`src/rtl/simon_control.sv`:
```
// Simon game sequencer: synchronises the advance button and steps INPUT/PLAYBACK/REPEAT/DONE.
// Define SIMON_CTRL_AUTOPLAY_EN to drive PLAYBACK and DONE advances from a 2^AUTO_DIV-cycle tick.
module simon_control #(
   parameter int unsigned AUTO_DIV = 24
) (
   input  logic       clk,
   input  logic       rst,
   input  logic       step,
   input  logic       is_legal,
   input  logic       play_gt_count,
   input  logic       repeat_eq_play,
   input  logic       input_eq_pattern,
   output logic [1:0] select,
   output logic [2:0] mode_leds,
   output logic       w_en,
   output logic       dp_en
);

   typedef enum logic [2:0] {
      S_INPUT    = 3'b001,
      S_PLAYBACK = 3'b010,
      S_REPEAT   = 3'b100,
      S_DONE     = 3'b111
   } state_t;

   state_t     state_q, state_d;
   logic [1:0] select_q, select_d;
   logic       w_en_q, w_en_d;
   logic       dp_en_q, dp_en_d;
   logic       sync1_q, sync2_q, prev_q;
   logic [1:0] warm_q, warm_d;
   logic       step_adv;
   logic       adv;

   if (AUTO_DIV < 1) begin : g_bad_auto_div
      $error("AUTO_DIV must be at least 1");
   end

   // Edge detection stays disarmed until the synchroniser and prev_q hold real samples,
   // so a button held through reset release never looks like a fresh press.
   always_comb begin
      warm_d   = (warm_q == 2'd3) ? 2'd3 : warm_q + 2'd1;
      step_adv = sync2_q & ~prev_q & (warm_q == 2'd3);
   end

`ifdef SIMON_CTRL_AUTOPLAY_EN
   logic [AUTO_DIV-1:0] auto_q, auto_d;
   logic                auto_mode;

   always_comb begin
      auto_mode = (state_q == S_PLAYBACK) || (state_q == S_DONE);
      auto_d    = auto_mode ? auto_q + AUTO_DIV'(1) : '0;
      adv       = auto_mode ? (auto_q == '1) : step_adv;
   end

   always_ff @(posedge clk or negedge rst) begin
      if (!rst) auto_q <= '0;
      else      auto_q <= auto_d;
   end
`else
   always_comb adv = step_adv;
`endif

   always_comb begin
      state_d = state_q;
      w_en_d  = 1'b0;
      dp_en_d = 1'b0;
      if (adv) begin
         dp_en_d = 1'b1;
         case (state_q)
            S_INPUT: begin
               if (is_legal) begin
                  w_en_d  = 1'b1;
                  state_d = S_PLAYBACK;
               end else begin
                  dp_en_d = 1'b0;
               end
            end
            S_PLAYBACK: if (play_gt_count) state_d = S_REPEAT;
            S_REPEAT: begin
               if (!input_eq_pattern)    state_d = S_DONE;
               else if (!repeat_eq_play) state_d = S_INPUT;
            end
            S_DONE:  state_d = S_DONE;
            default: state_d = S_INPUT;
         endcase
      end

      case (state_d)
         S_REPEAT: select_d = 2'b01;
         S_DONE:   select_d = 2'b10;
         default:  select_d = 2'b00;
      endcase
   end

   always_ff @(posedge clk or negedge rst) begin
      if (!rst) begin
         state_q  <= S_INPUT;
         select_q <= '0;
         w_en_q   <= 1'b0;
         dp_en_q  <= 1'b0;
         sync1_q  <= 1'b0;
         sync2_q  <= 1'b0;
         prev_q   <= 1'b0;
         warm_q   <= '0;
      end else begin
         state_q  <= state_d;
         select_q <= select_d;
         w_en_q   <= w_en_d;
         dp_en_q  <= dp_en_d;
         sync1_q  <= step;
         sync2_q  <= sync1_q;
         prev_q   <= sync2_q;
         warm_q   <= warm_d;
      end
   end

   assign mode_leds = state_q;
   assign select    = select_q;
   assign w_en      = w_en_q;
   assign dp_en     = dp_en_q;

endmodule

```
`config.mk`:
```
export PLATFORM = sky130hd
export DESIGN_NAME = simon_control
export DESIGN_NICKNAME = d
export VERILOG_FILES = /design/src/rtl/simon_control.sv
export SDC_FILE = /design/constraint.sdc
export NUM_CORES = 1
export LEC_CHECK = 0
export ABC_CLOCK_PERIOD_IN_PS = 4150
export CAP_MARGIN = 25
export CORE_MARGIN = 2
export CORE_UTILIZATION = 35
export DETAILED_ROUTE_END_ITERATION = 8
export SETUP_SLACK_MARGIN = 0.5
export SLEW_MARGIN = 30
export SYNTH_ARGS = -nofsm -noshare
export SYNTH_HDL_FRONTEND = slang
export SYNTH_SLANG_ARGS = --single-unit
```
`constraint.sdc`:
```
create_clock -name clk -period 4.15 [get_ports clk]
set_input_delay 0.6225 -clock clk [delete_from_list [all_inputs] [get_ports clk]]
set_output_delay 0.6225 -clock clk [all_outputs]
set_load 0.05 [all_outputs]
```
## After elaboration in Yosys (flattened, before gate mapping)

Index checks and enable logic that the tools add are counted.

- Bits in registers: 12
- Output and inout bits: 7

- Muxes and demuxes: 13
- Bitwise operators: 3
- $add $sub $neg: 1
- Eq/ne operators: 7

Operators by type and width:

| kind | count |
|---|---|
| 3-bit two-way mux | 5 |
| 3-bit equality test, second input constant | 4 |
| 3-bit one-hot mux with 4 select lines | 1 |
| 1-bit two-way mux | 5 |
| 2-bit one-hot mux with 2 select lines | 1 |
| 3-bit by 1-bit equality test with 1-bit output, second input constant | 1 |
| 3-bit by 2-bit equality test with 1-bit output, second input constant | 1 |
| 2-bit by 1-bit adder with 2-bit output, second input constant | 1 |
| 1-bit bitwise AND | 2 |
| 2-bit equality test, second input constant | 1 |
| 2-bit two-way mux | 1 |
| 1-bit NOT | 1 |

## Logic depth before layout (Yosys ltp)

- Depth after elaboration: 6
- Gate-level depth with buffers: 5
- Gate-level depth less buffers: 4

## Least setup slack after synthesis

OpenSTA, ideal clock, no wires.

- Path type: register to register
- Start: register state_q[0], in the netlist mode_leds[0]
- End: register select_q[1], in the netlist select[1]
- Stages on the path, launching flop included: 6
- Clock period less this slack: 1601 ps
- Data arrival time: 1481 ps
- Path slack: 2549 ps
- Cell sequence: dfstp_2 -> buf_4 -> nor2_1 -> a31o_1 -> a22oi_1 -> and3b_1

- Word-level cells in the longest chain between the ends: 6

Ends and longest elaborated chain:

| element | RTL line | RTL |
|---|---|---|
| start: declaration | 26 | `state_t state_q, state_d;` |
| start signal: assignment | 107 | `state_q <= state_d;` |
| 3-bit two-way mux | 82 | `else if (!repeat_eq_play) state_d = S_INPUT;` |
| 3-bit two-way mux | 81 | `if (!input_eq_pattern) state_d = S_DONE;` |
| 3-bit one-hot mux with 4 select lines | 70 | `case (state_q)` |
| 3-bit two-way mux (*) | 68 | `if (adv) begin` |
| 3-bit equality test | 89 | `case (state_d)` |
| 2-bit one-hot mux with 2 select lines (*) | 89 |  |
| named net select_d[1] | 27 | `logic [1:0] select_q, select_d;` |
| end signal: assignment | 108 | `select_q <= select_d;` |
| end: declaration | 27 |  |

The timed path passes the listed nets; every way through them passes the cells marked *.

## Final worst setup path

- Start: register state_q[0], in the netlist mode_leds[0]
- End: output port mode_leds[0]

RTL lines:

| element | RTL line | RTL |
|---|---|---|
| end: declaration | 14 | `output logic [2:0] mode_leds,` |

No word-level cell between the ends.

==> summary.md <==
| Metric | Value |
|---|---|
| Status | finished, final reports clean |
| CTS Hold Buffers Added | 0 |
| Clk buf depth | 2 |
| Wirelength per Cell | 13.0 um |
| Clock Power Share | 0.206 |
| Clock period minus worst slack | 2.34 ns |
| Syn Area/Cell | 12.4 sq um |
| Crit path cell chain | clkdlybuf4s50_1 |
| Final slew viol count | 0 |
| R2r setup slk | 2.68 ns |
| Largest net degree at the start of global routing | 13 |
| # nets final | 65 |
| Core Area | 1350 sq um |
| Share of power burned in registers | 0.394 |
| Cells after synthesis | 42 |
| Die X-Extent | 42.5 um |
| Critical path class | flop to output port |
| Post-synthesis sequential element count | 12 |
| Root Buffer | clkbuf_4 |
| Worst Max-Slew Pin Slew | 0.502 ns |
| Total CTS buffers | 3 |
| Worst VDD drop | 0.296 mV |
| DR iter-0 viols | 6 |
| Critical path's slowest cell | clkdlybuf4s50_1 |
| Row Count | 13 |
| Crit Path Max Fanout | 10 |
| Remaining global-route overflow | 0 |
| Antenna Violating Nets Remaining | 0 |
| Comb pwr share | 0.400 |
| DP HPWL | 712 um |
| Setup TNS | 0 ns |
| Number of I/O pins | 14 |
| Sw power | 0.000175 W |
| Initial core utilization | 0.385 |
| Layout cells sized above 1 | 0.158 |
| Area Overhead vs Synth | 32.0% |
| Power density over the cells | 637 nW/um^2 |
| WP data required | 3.53 ns |
| Fin cells | 72 |
| Setup Buffers After CTS | 0 |
| Final hold vios | 0 |
| Routed vias/inst | 5.04 |
| Number of port buffers | 13 |
| Placed cell count | 68 |
| DIE HEIGHT | 42.5 um |
| Fmax | 428 MHz |
| Post-route DRC | 0 |
| Global placement routability congestion | 0.847 |
| PostCTS Resize Cnt | 0 |
| ANT cells | 0 |
| Vias in the first global route | 366 |
| Die area | 1810 sq um |
| Final setup vio count | 0 |
| CP peak stage delay | 0.83 ns |
| Global-route wire length before repair | 1520 um |
| Lkg Pwr | 0.288 nW |
| RSZ-0062 raised after global routing | false |
| Final wirelength | 939 um |
| Cell family with most CP delay | buffers and inverters |
| WP buf/inv | 1 |
| Clock sink count | 12 |
| First-pass iteration count of the detailed router | 4 |
| Seq/Total Area, Yosys | 0.581 |
| Cell variety after synth | 23 |
| Relative slew slack | 0.664 |
| Worst setup EP type | output port |
| Hold Crit Class | flop to flop |
| GR Util All Layers | 0.118 |
| Critical path arrival | 1.72 ns |
| YS warnings | 0 |
| CTS tree | built |
| Via count | 363 |
| Reg clk slew, reported paths | 0.07 ns |
| Post-Syn Area | 519 sq um |
| H-tree depth | 1 |
| Power Internal | 0.000261 W |
| Max-cap check violation count | 0 |
| Syn_nets | 49 |
| Initial antenna violation count | 0 |
| CP Launch Type | flop |
| Setup Skew | 0.00492 ns |
| Period utilization | 0.564 |
| Skew-Pair Late Insertion Delay | 0.27 ns |
| Switching share of total power | 0.401 |
worst paths after layout:
check                             start           end  depth (start not counted)
min in group asynchronous           rst        prev_q                          1
setup / recovery           mode_leds[0]  mode_leds[0]                          1
hold reg to reg                 sync1_q       sync2_q                          0
setup reg to reg           mode_leds[0]     select[1]                          4
hold / removal                  sync1_q       sync2_q                          0
max in group asynchronous           rst  mode_leds[0]                          1
metal layers:
metal / up-vias / wire (um) / track usage
met4: 0 / 0 / 0.0500
li1: 182 / - / -
met2: 11 / 462 / 0.178
met1: 170 / 412 / 0.135
met3: 0 / 63 / 0.0690
met5: - / 0 / 0
sequential cells by signal (all words and copies together), names as in the netlist:
register   cells
dp_en          1
w_en           1
sync1_q        1
select         2
warm_q         2
mode_leds      3
sync2_q        1
prev_q         1
power groups by stage:
stage / registers, W / clock network, W / logic [W]
5_1_grt: 0.000176 / 0.0000999 / 0.000184
3_3_place_gp: 0.000171 / 0 / 0.000173
2_1_floorplan: 0.000218 / 0 / 0.0000869
4_1_cts: 0.000171 / 0.0000939 / 0.000177
3_5_place_dp: 0.000173 / 0 / 0.000176
6_report: 0.000172 / 0.0000898 / 0.000175
cell families after synthesis:
logic type,synth area share
and+or+nand+nor,0.239
DFF,0.581
AOI/OAI and AO/OA,0.137
buffers and inverters,0.0434
through the flow:
stage | instance area, sq um | hold WS [ns] | power, W | util | setup WS, ns
finish | 686 | 0.353 | 0.000437 | 0.508 | 1.81
global route | 686 | 0.361 | 0.000461 | 0.508 | 1.76
CTS | 686 | 0.354 | 0.000442 | 0.508 | 1.80
detailed placement | 649 | 0.338 | 0.000350 | 0.481 | 2.11
global placement | 649 | 0.335 | 0.000344 | 0.481 | 2.12
floorplan | 519 | 0.327 | 0.000305 | - | 2.55
layout by cell type (no fill, tap or decap):
master	instances
clkdlybuf4s50_1	13
dfrtp_1	11
nor2_1	4
a21oi_1	3
clkbuf_4	3
nand4b_1	2
nor3_1	2
o31ai_1	2
nor2b_1	2
and4b_4	1
and4bb_1	1
nor3b_1	1
a211oi_2	1
and2_4	1
o31ai_2	1
a31o_1	1
a22oi_1	1
inv_1	1
and3b_1	1
nand2b_1	1
or2_1	1
nand3_1	1
clkbuf_8	1
dfstp_2	1
synth_stat cells:
| cell | instances | area (sq um) |
|---|---|---|
| a22oi_1 | 1 | 7.51 |
| a211oi_2 | 1 | 12.5 |
| nor3b_1 | 1 | 7.51 |
| a21oi_1 | 3 | 15.0 |
| nand2b_1 | 1 | 6.26 |
| buf_4 | 1 | 7.51 |
| and4bb_1 | 1 | 12.5 |
| nor3_1 | 2 | 10.0 |
| and2_4 | 1 | 8.76 |
| nor2b_1 | 2 | 12.5 |
| a31o_1 | 1 | 8.76 |
| nand3_1 | 1 | 5.00 |
| dfrtp_1 | 11 | 275 |
| nor2_1 | 4 | 15.0 |
| and4b_4 | 1 | 13.8 |
| nand4b_1 | 2 | 17.5 |
| and3b_1 | 1 | 8.76 |
| buf_6 | 1 | 11.3 |
| o31ai_1 | 2 | 15.0 |
| or2_1 | 1 | 6.26 |
| o31ai_2 | 1 | 12.5 |
| inv_1 | 1 | 3.75 |
| dfstp_2 | 1 | 26.3 |
cell type report:
cell class	count	area [sq um]
sequential	12	302
inverter	1	3.75
fill	125	664
timing repair buffer	13	130
tap	15	18.8
multi-input combinational	27	195
clock buffer	4	36.3
Note: power is estimated with default switching activity, not from simulation.
